[config.mk]
export PLATFORM = sky130hd
export DESIGN_NAME = student_sample_ring_reader
export DESIGN_NICKNAME = d
export VERILOG_FILES = /design/src/rtl/student_sample_ring_reader.sv
export SDC_FILE = /design/constraint.sdc
export NUM_CORES = 1
export LEC_CHECK = 0
export ABC_AREA = 1
export BUFFER_PORTS_ARGS = -buffer_cell sky130_fd_sc_hd__buf_4
export CAP_MARGIN = 20
export CORE_MARGIN = 10
export CORE_UTILIZATION = 50
export CTS_CLUSTER_DIAMETER = 150
export CTS_CLUSTER_SIZE = 10
export DETAILED_ROUTE_END_ITERATION = 7
export HOLD_SLACK_MARGIN = 0.03
export MAX_ROUTING_LAYER = met4
export PLACE_DENSITY = 0.76
export SYNTH_ARGS = -nofsm -noshare
export SYNTH_HDL_FRONTEND = slang
export SYNTH_SLANG_ARGS = --single-unit
[constraint.sdc]
create_clock -name clk_i -period 2.7 [get_ports clk_i]
set_clock_uncertainty 0.15 [all_clocks]
set_input_delay 0 -clock clk_i [delete_from_list [all_inputs] [get_ports clk_i]]
set_output_delay 0 -clock clk_i [all_outputs]
set_load 0.03 [all_outputs]
[src/rtl/student_sample_ring_reader.sv]
// Ring-buffer tap reader: writes each accepted sample into a circular RAM and
// then sweeps NumTaps delayed samples x[n-k] back out, one per cycle.
module student_sample_ring_reader #(
    parameter int AddrWidth = 10,
    parameter int DataSize  = 16,
    parameter int NumTaps   = 1024
) (
    input  logic                 clk_i,
    input  logic                 rst_ni,
    input  logic [DataSize-1:0]  sample_i,
    input  logic                 sample_valid_i,
    output logic                 sample_ready_o,
    output logic                 ram_ena_o,
    output logic                 ram_wea_o,
    output logic [AddrWidth-1:0] ram_addra_o,
    output logic [DataSize-1:0]  ram_dia_o,
    output logic                 ram_enb_o,
    output logic [AddrWidth-1:0] ram_addrb_o,
    input  logic [DataSize-1:0]  ram_dob_i,
    output logic [DataSize-1:0]  tap_data_o,
    output logic [AddrWidth-1:0] tap_idx_o,
    output logic                 tap_valid_o,
    output logic                 tap_last_o,
    output logic                 busy_o
);

    typedef enum logic [1:0] {IDLE, WRITE, READ, DRAIN} state_t;

    // Fill count must reach NumTaps, which can equal 2**AddrWidth.
    localparam int CntWidth = AddrWidth + 1;
    localparam logic [AddrWidth-1:0] LastTap   = AddrWidth'(NumTaps - 1);
    localparam logic [CntWidth-1:0]  FullCount = CntWidth'(NumTaps);

    state_t                 state;
    logic [AddrWidth-1:0]   wr_ptr;
    logic [AddrWidth-1:0]   tap_cnt;
    logic [CntWidth-1:0]    fill_cnt;
    logic                   ready_q;
    logic                   write_q;
    logic [AddrWidth-1:0]   addra_q;
    logic [DataSize-1:0]    dia_q;
    logic                   enb_q;
    logic [AddrWidth-1:0]   addrb_q;
    logic                   tap_valid_q;
    logic [AddrWidth-1:0]   tap_idx_q;
    logic                   tap_last_q;
    logic                   tap_keep_q;
    logic [AddrWidth-1:0]   tap_cnt_next;

    assign tap_cnt_next = tap_cnt + 1'b1;

    always_ff @(posedge clk_i or negedge rst_ni) begin
        if (!rst_ni) begin
            state       <= IDLE;
            wr_ptr      <= '0;
            tap_cnt     <= '0;
            fill_cnt    <= '0;
            ready_q     <= 1'b0;
            write_q     <= 1'b0;
            addra_q     <= '0;
            dia_q       <= '0;
            enb_q       <= 1'b0;
            addrb_q     <= '0;
            tap_valid_q <= 1'b0;
            tap_idx_q   <= '0;
            tap_last_q  <= 1'b0;
            tap_keep_q  <= 1'b0;
        end else begin
            tap_valid_q <= 1'b0;
            tap_idx_q   <= '0;
            tap_last_q  <= 1'b0;
            tap_keep_q  <= 1'b0;
            case (state)
                IDLE: begin
                    if (sample_valid_i && ready_q) begin
                        ready_q <= 1'b0;
                        write_q <= 1'b1;
                        addra_q <= wr_ptr;
                        dia_q   <= sample_i;
                        state   <= WRITE;
                    end else begin
                        ready_q <= 1'b1;
                    end
                end
                WRITE: begin
                    write_q <= 1'b0;
                    addra_q <= '0;
                    dia_q   <= '0;
                    enb_q   <= 1'b1;
                    addrb_q <= wr_ptr;
                    tap_cnt <= '0;
                    state   <= READ;
                end
                READ: begin
                    // Tap qualifiers trail the read by one cycle to line up with RAM latency.
                    tap_valid_q <= 1'b1;
                    tap_idx_q   <= tap_cnt;
                    tap_last_q  <= (tap_cnt == LastTap);
                    tap_keep_q  <= ({1'b0, tap_cnt} <= fill_cnt);
                    if (tap_cnt == LastTap) begin
                        enb_q   <= 1'b0;
                        addrb_q <= '0;
                        tap_cnt <= '0;
                        state   <= DRAIN;
                    end else begin
                        tap_cnt <= tap_cnt_next;
                        addrb_q <= wr_ptr - tap_cnt_next;
                    end
                end
                DRAIN: begin
                    wr_ptr  <= wr_ptr + 1'b1;
                    if (fill_cnt != FullCount) begin
                        fill_cnt <= fill_cnt + 1'b1;
                    end
                    ready_q <= 1'b1;
                    state   <= IDLE;
                end
                default: state <= IDLE;
            endcase
        end
    end

    assign sample_ready_o = ready_q;
    assign ram_ena_o      = write_q;
    assign ram_wea_o      = write_q;
    assign ram_addra_o    = addra_q;
    assign ram_dia_o      = dia_q;
    assign ram_enb_o      = enb_q;
    assign ram_addrb_o    = addrb_q;
    // Taps beyond the fill count point at never-written RAM and are forced to zero.
    assign tap_data_o     = (tap_valid_q && tap_keep_q) ? ram_dob_i : '0;
    assign tap_idx_o      = tap_idx_q;
    assign tap_valid_o    = tap_valid_q;
    assign tap_last_o     = tap_last_q;
    assign busy_o         = (state != IDLE);

endmodule
Word level (Yosys, flattened, before mapping)
Index checks and enable logic that the tools add are counted.

Bits in registers: 85. Bits of input ports: 35. Word-level logic and storage cells: 59. Output and inout bits: 69.

$lt $le $gt $ge: 1. Reduce and logical (&&, ||, !) cells: 11. Muxes and demuxes: 22. $add $sub $neg: 4. Equal/unequal tests: 7.

Operators by type and width (count): 10-bit case mux with 2 select lines (3); 10-bit 2-to-1 mux (4); 16-bit 2-to-1 mux (2); 16-bit case mux with 2 select lines (1); 10-bit by 1-bit adder with 10-bit output, second input constant (2); 11-bit by 1-bit adder with 11-bit output, second input constant (1); 10-bit by 11-bit <= comparator with 1-bit output (1); 11-bit != test, second input constant (1); 10-bit equality test, second input constant (1); 10-bit subtractor (1); 2-bit case mux with 4 select lines (1); 2-bit AND reduction (4); 2-bit nonzero test (4); 1-bit 2-to-1 mux (6); 1-bit case mux with 2 select lines (3); 2-bit equality test, second input constant (2); 2-bit 2-to-1 mux (2); 2-bit != test, second input constant (2); 2-bit by 1-bit equality test with 1-bit output, second input constant (1); 1-bit logical AND (2); 2-bit zero test (1).

Logic depth before layout (Yosys ltp)
Gate-level depths: netlist of the first run.

Depth in word-level cells: 4. Gate-level depth with buffers: 16.

Worst setup path after synthesis of the first run
OpenSTA, ideal clock, no wires.

Path type: register to register. Start point: reg tap_cnt[0]. End point: reg addrb_q[9] (netlist: ram_addrb_o[9]). Stages on the path, launching flop included: 16. Arrival time: 2.108 ns. Buffers on the path: 0. Slack: 0.368 ns. Cell sequence: dfrtp_1 > ha_1 > nand2_1 > nor2_2 > inv_2 > o31ai_2 > nand2_1 > ha_1 > nand2_1 > nor2_1 > nand3_1 > nand3_1 > inv_1 > nand2_1 > nand3_2 > a21oi_2.

Cells in the longest elaborated chain, start to end: 4. Elaborated cells between the ends (all ways): 5. Classes of those cells: 2 x add/sub; 1 x eq/ne; 2 x mux.

Ends and longest elaborated chain: start: declaration (RTL line 36) `logic [AddrWidth-1:0] tap_cnt;`; start signal: assignment (RTL line 106) `tap_cnt <= tap_cnt_next;`; 10-bit by 1-bit adder with 10-bit output (RTL line 50) `assign tap_cnt_next = tap_cnt + 1'b1;`; 10-bit subtractor (RTL line 107) `addrb_q <= wr_ptr - tap_cnt_next;`; 10-bit 2-to-1 mux * (RTL line 100) `if (tap_cnt == LastTap) begin`; 10-bit case mux with 2 select lines * (RTL line 73) `case (state)`; end signal: assignment (RTL line 90) `addrb_q <= wr_ptr;`; end signal: assignment (RTL line 107); end: declaration (RTL line 43) `logic [AddrWidth-1:0] addrb_q;`.

Mark *: on every way between the ends. The rest lies on a longest branch, timed or not. A chain may end at the register's enable or synchronous reset.

Worst setup path after layout of the first run
Same ends and word-level chain as after synthesis.

==> results of run 1 <==
## synthesized netlist by cell type, types with 2 or more instances
cell      number
xnor2_1        2
nand3b_1       2
o21ai_0       38
nor2_2         2
o21a_1         2
dfrtp_1       85
nand2_1       86
nand3_2        6
nor2_1        40
nor3_2         2
a21oi_1       21
o22ai_1       15
clkbuf_1       7
or2_2          4
inv_2          3
nand3_1       36
xor2_1        22
nor3_1         5
ha_1          27
buf_2          6
nand4_1       11
inv_1        103
o21ai_1        4
nand2_2        2
## per-layer routing
metal | share of wire | vias up | track usage
met5 | 0 | - | -
li1 | - | 1982 | -
met4 | 0.024 | 0 | 0.0650
met2 | 0.47 | 127 | 0.309
met3 | 0.068 | 22 | 0.0336
met1 | 0.44 | 1888 | 0.223
## worst register-to-register path, delay by kind of cell (launching register included)
kind,cells,cell delay [ns]
simple gates,9,0.97
fa+ha+maj,2,0.54
buf+inv,2,0.12
flops,1,0.37
compound gates,2,0.28
## worst max-delay path by stage
stage,start,end,slack (ns),cells past startpoint
after floorplan,tap_cnt[0],ram_addrb_o[9],0.37,15
after global placement,tap_cnt[0],ram_addrb_o[9],0.24,15
after detailed placement,tap_cnt[0],ram_addrb_o[9],0.13,15
after CTS,tap_cnt[0],ram_addrb_o[9],0.09,15
after global routing,tap_cnt[0],ram_addrb_o[9],0.04,15
final,tap_cnt[0],ram_addrb_o[9],0.22,15
## metrics by stage
| stage | hold slack, ns | area, sq um | power (mW) | util | std cells |
|---|---|---|---|---|---|
| final | 0.187 | 5890 | 2.38 | 0.669 | 779 |
| after global placement | 0.0861 | 5430 | 1.36 | 0.616 | 742 |
| after CTS | 0.188 | 5830 | 2.40 | 0.662 | 775 |
| after detailed placement | 0.0914 | 5430 | 1.36 | 0.616 | 742 |
| after floorplan | -0.446 | 4550 | 1.30 | - | 541 |
| after global routing | 0.203 | 5890 | 2.45 | 0.669 | 779 |
## cell type report
class | count | area, sq um | share of cell area
tap | 108 | 135 | 0.0230
multi-input combinational | 336 | 1970 | 0.334
clock inverter | 6 | 96.3 | 0.0164
inverter | 106 | 398 | 0.0676
clock buffer | 9 | 124 | 0.0210
sequential | 85 | 2130 | 0.362
timing repair buffer | 129 | 1040 | 0.176
## repair_timing
item | in CTS | in global routing
gates resized for setup | 0 | 3
hold buffers | 18 | 1
hold endpoints to repair | 104 | 26
buffers inserted | 0 | 2
setup endpoints to repair | 0 | 1
## power by group through the flow
stage / Sequential (mW) / Clock, mW / Combinational [mW]
4_1_cts: 1.27 / 1.04 / 0.0897
3_5_place_dp: 1.30 / 0 / 0.0677
2_1_floorplan: 1.30 / 0 / 0.00483
3_3_place_gp: 1.30 / 0 / 0.0665
6_report: 1.27 / 1.01 / 0.0944
5_1_grt: 1.27 / 1.08 / 0.104
## cells by family (layout without fill, tap and decap cells)
group | Yosys count | after routing | synth area share
AND/OR/NAND/NOR | 198 | 198 | 0.200
flip-flops | 85 | 85 | 0.467
multiplexers | 1 | 1 | 0.00247
AO/OA/AOI/OAI | 85 | 85 | 0.104
buffers and inverters | 120 | 250 | 0.101
XOR/XNOR | 24 | 24 | 0.0462
adder cells (fa/ha/maj) | 28 | 28 | 0.0786
## sequential cells by signal (all words and copies together), names as in the netlist, 2 cells and up
register / count
state: 2
fill_cnt: 11
ram_addra_o: 10
ram_dia_o: 16
wr_ptr: 10
tap_cnt: 10
ram_addrb_o: 10
tap_idx_o: 10
==> results.md, run 1 <==
* Drt total wl at 12.0 mm
* Clock power share at 0.425
* #FFs+latches synth at 85
* Worst reg2reg startpoint: tap_cnt[0]
* Slowest CP cell: dfrtp_2
* CP Data Required Time at 2.84 ns
* I/O pin total at 104
* Die area at 13,300 sq um
* Async SR Flop Fraction at 1.00
* R2r endpoint: ram_addrb_o[9]
* Most common cell after layout, fill and taps aside: buf_4
* Grt total ovfl at 0
* Crit share post-route at 0.919
* Gate power share at 0.040
* Chip Width at 115 um
* Leading cell types in the layout, fill and taps excluded: buf_4, inv_1, nand2_1
* DR WL/cell at 15.3 um
* Seq pwr share at 0.535
* DR pass1 iterations at 5
* Crit path max fanout at 4
* Post-layout nets at 730
* Internal power at 1.85 mW
* Area grow syn2layout at 29.3%
* Crit-path cells: ha_1 > nand2_1 > nor2_4 > inv_2 > o31ai_2 > nand2_1 > ha_1 > nand2_1 > nor2_1 > nand3_1 > nand3_1 > inv_1 > nand2_1 > nand3_2 > a21oi_2
* VDD IR max at 0.317 mV
* Fin worst setup slack at 0.218 ns
* Ratio of cells with drive above 1 in the final layout at 0.225
* Worst Hold Launch: ram_dob_i[11]
* Clk_lat worst skew at 0.36 ns
* Sw Ratio at 0.220
* Tot GR Track Use at 0.186
* Initial antenna violation count at 0
* R2R setup slack at 0.22 ns
* Initial Util at 0.517
* Area share of the leading cell type in the synthesized netlist at 0.467
* Final Hold Fails at 0
* Max-slew violations at 0
* EDFF count, synth at 0
* Power density cells at 404 nW/um^2
* Via count at 4,019
* Setup TNS at 0 ns
* Period minus WS final at 2.48 ns
* Setup Crit Path Kind: flop to flop
* Mean Syn Cell Area at 8.41 sq um
* Post-synth top flop: dfrtp_1
* Clock sink count at 85
* Outcome: completed
* Antenna diode count at 0
* PortBufs at 103
* Minimum setup slack after placement at 0.127 ns
* Leak at 3.04 nW
* RSZ-0062 raised after global routing: no
* CTS Buf Count at 9
* Endpoints failing setup at 0
* Worst slew pin tran at 0.665 ns
* Hold EP: tap_data_o[11]
* Layout fillers at 706
* CP bufs+invs at 2
* Post-DR vias/cell at 5.16
* P_sw at 522 uW
* Yosys cell types at 34
* Setup crit end kind: flop
* CP delay by family, top: simple AND/OR/NAND/NOR gates
* Startpoint types: flop
* Clock transition at the registers of the reported paths at 0.09 ns
* Vias in the first global route at 3,954
* Worst Hold Path Cells at 4
* Clock Tree Buf Depth at 2
* Critical path's most frequent cell: nand2_1
* CP max stage delay at 0.37 ns
* Cell taking the most area after synthesis: dfrtp_1
* Number of DRC markers in iteration 0 at 218
* YS warnings at 0
* Slew margin rel. at 0.556
* Largest net degree at the start of global routing at 86
* Total of max-cap violations at 0
* Mapped cell area at 4550 sq um
* Synth area leaders: dfrtp_1, inv_1, ha_1, nand2_1, xor2_1
* Post-Syn Nets at 604
* Die height at 115 um
* Syn Inst Count at 541
* Maximum clock frequency at 403 MHz
* R2R cell count at 15
* Row cnt at 34
* RD Place Congestion at 0.922
* Hold Crit Class: input port to primary output
* CORE AREA at 8810 sq um
* Critical Path AT at 2.62 ns
* Global-route wire length before repair at 19.4 mm
* H-tree levels at 3
* DRC at 0
* CTS tree: yes
* Post-route ant nets at 0
* Hpwl dp at 8.84 mm
* Sequential element share of the synthesized area at 0.467
* Root Driver: clkbuf_8
Power figures use the tool's default switching activity.
==> run 2, diff against run 1 <==
--- a/config.mk
+++ b/config.mk
@@ -16,6 +16,7 @@
 export HOLD_SLACK_MARGIN = 0.03
 export MAX_ROUTING_LAYER = met4
 export PLACE_DENSITY = 0.76
+export REMOVE_ABC_BUFFERS = 1
 export SYNTH_ARGS = -nofsm -noshare
 export SYNTH_HDL_FRONTEND = slang
 export SYNTH_SLANG_ARGS = --single-unit
==> constraint.sdc (replaced) <==
create_clock -name clk_i -period 2.38 [get_ports clk_i]
set_clock_uncertainty 0.15 [all_clocks]
set_input_delay 0 -clock clk_i [delete_from_list [all_inputs] [get_ports clk_i]]
set_output_delay 0 -clock clk_i [all_outputs]
set_load 0.03 [all_outputs]
==> results.md, run 2 (synthesized netlist as in run 1, its figures left out) <==
* Outcome: completed
* Slowest CP cell: dfrtp_1
* PortBufs at 103 (unchanged)
* R2R setup slack at 0.02 ns (-0.20 ns)
* Critical path's most frequent cell: nand3_2
* Clock transition at the registers of the reported paths at 0.09 ns (about the same)
* Initial antenna violation count at 0 (unchanged)
* RSZ-0062 raised after global routing: yes
* Worst slew pin tran at 0.607 ns (-0.0579 ns)
* Clock sink count at 85 (unchanged)
* Inst Count DP at 758 (+2.2%)
* CORE AREA at 8810 sq um (unchanged)
* Clk_lat worst skew at 0.36 ns (about the same)
* Endpoints failing setup at 0 (unchanged)
* VDD IR max at 0.355 mV (+12%)
* Root Driver: clkbuf_8
* Max reg flops at 16 (unchanged)
* Post-DR vias/cell at 5.13 (-0.64%)
* Die area at 13,300 sq um (unchanged)
* DRC at 0 (unchanged)
* Ratio of cells with drive above 1 in the final layout at 0.297 (+0.0722)
* Drt total wl at 12.4 mm (+3.7%)
* Seq pwr share at 0.564 (+0.029)
* I/O pin total at 104 (unchanged)
* Largest net degree at the start of global routing at 51 (-41%)
* Number of DRC markers in iteration 0 at 248 (+14%)
* Crit-path cells: ha_2 > nand2_2 > nor2_4 > inv_4 > o31ai_4 > nand2_2 > ha_4 > nand2_4 > nor2_4 > nand3_2 > nand3_2 > inv_1 > nand2_1 > nand3_2 > a21oi_2
* Hpwl dp at 8.92 mm (+0.89%)
* Chip Width at 115 um (unchanged)
* Post-layout nets at 751 (+2.9%)
* Via count at 4,111 (+2.3%)
* Sw Ratio at 0.236 (+0.0165)
* Maximum clock frequency at 424 MHz (+5.2%)
* Startpoint types: flop
* DR WL/cell at 15.4 um (+0.68%)
* Clock power share at 0.393 (-0.032)
* Setup Crit Path Kind: flop to flop
* Most common cell after layout, fill and taps aside: buf_4
* Worst Hold Launch: ram_dob_i[7]
* RD Place Congestion at 0.896 (-2.9%)
* Leading cell types in the layout, fill and taps excluded: buf_4, inv_1, dfrtp_1
* Tot GR Track Use at 0.189 (+0.00328)
* DR pass1 iterations at 5 (unchanged)
* Crit share post-route at 0.991 (+0.0720)
* Die height at 115 um (unchanged)
* Initial Util at 0.517 (unchanged)
* Grt total ovfl at 0 (unchanged)
* Critical Path AT at 2.49 ns (-0.13 ns)
* H-tree levels at 3 (unchanged)
* Final Non-Filler Cells at 802 (+3.0%)
* Hold Slack at 0.186 ns (-0.0000840 ns)
* Slew margin rel. at 0.595 (+0.0386)
* Hold Crit Class: input port to primary output
* CP max stage delay at 0.37 ns (about the same)
* Global-route wire length before repair at 19.9 mm (+2.5%)
* Area grow syn2layout at 37.1%
* Clock Tree Buf Depth at 2 (unchanged)
* Worst reg2reg startpoint: tap_cnt[1]
* Gate power share at 0.043 (+0.003)
* P_sw at 605 uW (+16%)
* Power density cells at 410 nW/um^2 (+1.6%)
* CP Launch Point: tap_cnt[1]
* Vias in the first global route at 4,170 (+5.5%)
* Max-slew violations at 0 (unchanged)
* Leak at 3.16 nW (+4.1%)
* R2R cell count at 15 (unchanged)
* Internal power at 1.95 mW (+5.5%)
* Post-route ant nets at 0 (unchanged)
* CTS Buf Count at 9 (unchanged)
* Setup crit end kind: flop
* Row cnt at 34 (unchanged)
* Crit path max fanout at 4 (unchanged)
* Worst Hold Path Cells at 4 (unchanged)
* Period minus WS final at 2.36 ns (-0.123 ns)
* Total of max-cap violations at 0 (unchanged)
* CTS tree: yes
* Final Hold Fails at 0 (unchanged)
* CP Data Required Time at 2.51 ns (-0.33 ns)
==> run 2: cell count changes in the layout (fill, tap and decap cells not counted), sizes merged <==
cell,delta
buf,+21
bufinv,-2
clkbuf,+2
clkinv,+1
diode,+1
==> run 2: power by group through the flow <==
| stage | combinational, mW | clock, mW | sequential [mW] |
|---|---|---|---|
| 6_report | 0.110 | 1.01 | 1.44 |
| 5_1_grt | 0.123 | 1.09 | 1.44 |
| 4_1_cts | 0.111 | 1.02 | 1.44 |
| 3_5_place_dp | 0.0815 | 0 | 1.47 |
| 3_3_place_gp | 0.0791 | 0 | 1.47 |
| 2_1_floorplan | 0.00548 | 0 | 1.47 |
==> run 2: layout make-up <==
type                       instances  area [sq um]
fill                             665          2560
antenna                            1          2.50
sequential                        85          2130
timing repair buffer             150          1200
clock inverter                     5          42.5
tap                              108           135
multi-input combinational        336          2180
clock buffer                      11           151
inverter                         106           403
==> run 2: worst paths after layout <==
path | endpoint
setup / recovery | ram_addrb_o[9]
hold / removal | tap_data_o[7]
setup reg to reg | ram_addrb_o[9]
hold reg to reg | ram_addrb_o[3]
max in group asynchronous | ram_addrb_o[4]
min in group asynchronous | tap_cnt[4]
==> run 2: critical path, delay by kind of cell, from the launching register on <==
kind                     cells  cell delay (ns)
AO/OA/AOI/OAI                2             0.37
AND/OR/NAND/NOR              9             0.80
adder cells (fa/ha/maj)      2             0.49
flip-flops                   1             0.37
buffers and inverters        2             0.11
==> run 2: per-layer routing <==
layer	up-vias	GRT usage	routed length, um
met2	122	0.302	5930
li1	2038	-	-
met3	6	0.0517	1030
met1	1945	0.233	5380
met4	0	0.0481	60
met5	-	-	0
==> run 2: per-stage QoR <==
stage	total power, mW	setup TNS (ns)	setup WS [ns]	area (sq um)	utilization
2_1_floorplan	1.48	0	0.0483	4490	-
3_3_place_gp	1.55	0	0.00220	5560	0.631
3_5_place_dp	1.55	-0.0905	-0.0905	5560	0.631
4_1_cts	2.58	0	0.0101	6010	0.682
5_1_grt	2.65	-0.215	-0.112	6240	0.709
6_report	2.56	0	0.0210	6240	0.709
==> run 2: timing repair <==
action,4_1_cts,5_1_grt
pin swaps,4,18
endpoints found under the hold margin,104,0
resized for setup,3,44
hold buffers,20,0
endpoints found under the setup margin,2,6
setup buffers,3,4
==> run 3, diff against run 2 <==
--- a/config.mk
+++ b/config.mk
@@ -10,12 +10,12 @@
 export CAP_MARGIN = 20
 export CORE_MARGIN = 10
 export CORE_UTILIZATION = 50
-export CTS_CLUSTER_DIAMETER = 150
+export CTS_CLUSTER_DIAMETER = 200
 export CTS_CLUSTER_SIZE = 10
 export DETAILED_ROUTE_END_ITERATION = 7
 export HOLD_SLACK_MARGIN = 0.03
 export MAX_ROUTING_LAYER = met4
-export PLACE_DENSITY = 0.76
+export PLACE_DENSITY = 0.75
 export REMOVE_ABC_BUFFERS = 1
 export SYNTH_ARGS = -nofsm -noshare
 export SYNTH_HDL_FRONTEND = slang
==> results.md, run 3 (synthesized netlist as in run 1, its figures left out) <==
* Die height at 115 um (unchanged)
* DRC at 0 (unchanged)
* Post-DR vias/cell at 5.03 (-1.9%)
* Grt total ovfl at 0 (unchanged)
* Critical Path AT at 2.41 ns (-0.08 ns)
* Clock sink count at 85 (unchanged)
* Largest net degree at the start of global routing at 49 (-3.9%)
* R2r endpoint: ram_addrb_o[6]
* Leading cell types in the layout, fill and taps excluded: buf_4, inv_1, dfrtp_1
* DR WL/cell at 15.1 um (-2.2%)
* Row cnt at 34 (unchanged)
* Crit path max fanout at 6 (+2)
* CTS Buf Count at 9 (unchanged)
* Setup Crit Path Kind: flop to flop
* CP max stage delay at 0.38 ns (about the same)
* Ratio of cells with drive above 1 in the final layout at 0.278 (-0.0195)
* Clock transition at the registers of the reported paths at 0.10 ns (about the same)
* Max reg flops at 16 (unchanged)
* Outcome: completed
* Crit share post-route at 0.970 (-0.0214)
* Max-slew violations at 0 (unchanged)
* Period minus WS final at 2.31 ns (-0.0509 ns)
* Sw Ratio at 0.234 (-0.00185)
* Drt total wl at 12.0 mm (-3.4%)
* Area grow syn2layout at 34.5%
* Maximum clock frequency at 433 MHz (+2.2%)
* Clk_lat worst skew at 0.36 ns (about the same)
* Post-layout nets at 742 (-1.2%)
* Antenna diode count at 0 (-1)
* Number of DRC markers in iteration 0 at 194 (-22%)
* Root Driver: clkbuf_8
* Internal power at 1.95 mW (-0.35%)
* Initial Util at 0.517 (unchanged)
* Worst reg2reg startpoint: tap_cnt[1]
* Leak at 3.12 nW (-1.5%)
* Seq pwr share at 0.567 (+0.003)
* CP Launch Point: tap_cnt[1]
* Total of max-cap violations at 0 (unchanged)
* Critical path's most frequent cell: a21oi_1
* Crit-path cells: buf_4 > nand3_4 > nor2_4 > xor2_2 > ha_1 > a21oi_1 > nand2_1 > or2_2 > nand3_1 > a21oi_1
* Gate power share at 0.040 (-0.003)
* H-tree levels at 3 (unchanged)
* Via count at 3,983 (-3.1%)
* R2R cell count at 10 (-5)
* I/O pin total at 104 (unchanged)
* Worst slew pin tran at 0.613 ns (+0.00642 ns)
* Setup TNS at 0 ns (unchanged)
* Final Hold Fails at 0 (unchanged)
* Chip Width at 115 um (unchanged)
* Power density cells at 416 nW/um^2 (+1.4%)
* VDD IR max at 0.257 mV (-28%)
* Hold Crit Class: input port to async pin
* Slew margin rel. at 0.591 (-0.00429)
* PortBufs at 103 (unchanged)
* CTS tree: yes
* Hpwl dp at 8.81 mm (-1.2%)
* Clock Tree Buf Depth at 2 (unchanged)
* Post-route ant nets at 0 (unchanged)
* P_sw at 597 uW (-1.4%)
* Global-route wire length before repair at 19.5 mm (-2.0%)
* Clock power share at 0.393 (about the same)
* Initial antenna violation count at 0 (unchanged)
* Final instance area at 6120 sq um (-1.9%)
* Most common cell after layout, fill and taps aside: buf_4
* Tot GR Track Use at 0.184 (-0.00572)
* Startpoint types: flop
* R2R setup slack at 0.07 ns (+0.05 ns)
* DR pass1 iterations at 4 (-1)
* RD Place Congestion at 0.930 (+3.8%)
* Endpoints failing setup at 0 (unchanged)
* Setup crit end kind: flop
* Die area at 13,300 sq um (unchanged)
* Vias in the first global route at 4,042 (-3.1%)
* CORE AREA at 8810 sq um (unchanged)
* CP Data Required Time at 2.48 ns (-0.03 ns)
* Slowest CP cell: dfrtp_1
* DP Area at 5530 sq um (-0.45%)
* RSZ-0062 raised after global routing: yes
## run 3: metal layers
layer  global-route usage  vias to the layer above  part of all wire
li1                     -                     2004                 -
met1                0.223                     1849              0.44
met2                0.297                      123              0.47
met3               0.0589                        7             0.079
met4               0.0313                        0            0.0048
met5                    -                        -                 0
## run 3: critical path, delay by kind of cell, from the launching register on
kind / cells / cell delay, ns
simple gates: 5 / 0.70
fa+ha+maj: 1 / 0.32
xor+xnor: 1 / 0.19
flops: 1 / 0.38
buf+inv: 1 / 0.16
compound gates: 2 / 0.29
## run 3: how the worst max path moves through the flow
| stage | cells after the start | end |
|---|---|---|
| 3_3_place_gp | 15 | ram_addrb_o[9] |
| 4_1_cts | 15 | ram_addrb_o[9] |
| 5_1_grt | 15 | ram_addrb_o[9] |
| 3_5_place_dp | 15 | ram_addrb_o[9] |
| 6_report | 10 | ram_addrb_o[6] |
| 2_1_floorplan | 15 | ram_addrb_o[9] |
## run 3: final cells by class
type / count / area [sq um]
fill: 700 / 2690
sequential: 85 / 2130
clock buffer: 11 / 151
inverter: 106 / 400
timing repair buffer: 141 / 1130
clock inverter: 5 / 41.3
multi-input combinational: 336 / 2140
tap: 108 / 135
## run 3: power groups by stage
stage	Sequential, mW	Combinational (mW)	Clock [mW]
2_1_floorplan	1.47	0.00548	0
3_3_place_gp	1.47	0.0793	0
3_5_place_dp	1.47	0.0814	0
4_1_cts	1.44	0.105	1.01
5_1_grt	1.44	0.115	1.07
6_report	1.44	0.103	1.00
## run 3: what timing repair did
item,in CTS,in global routing
hold buffers,18,0
gates resized for setup,2,33
setup endpoints to repair,1,5
setup buffers,3,2
pin swaps,3,17
endpoints found under the hold margin,104,0
gates cloned,0,0
## run 3: stage by stage
stage | instances | utilization | setup slack, ns | hold slack, ns | power [mW]
2_1_floorplan | 527 | - | 0.0483 | -0.446 | 1.48
3_3_place_gp | 753 | 0.628 | 0.0491 | -0.0994 | 1.55
3_5_place_dp | 753 | 0.628 | -0.0384 | -0.0850 | 1.55
4_1_cts | 790 | 0.675 | 0.00353 | 0.0660 | 2.56
5_1_grt | 792 | 0.695 | -0.121 | 0.104 | 2.63
6_report | 792 | 0.695 | 0.0719 | 0.0446 | 2.54
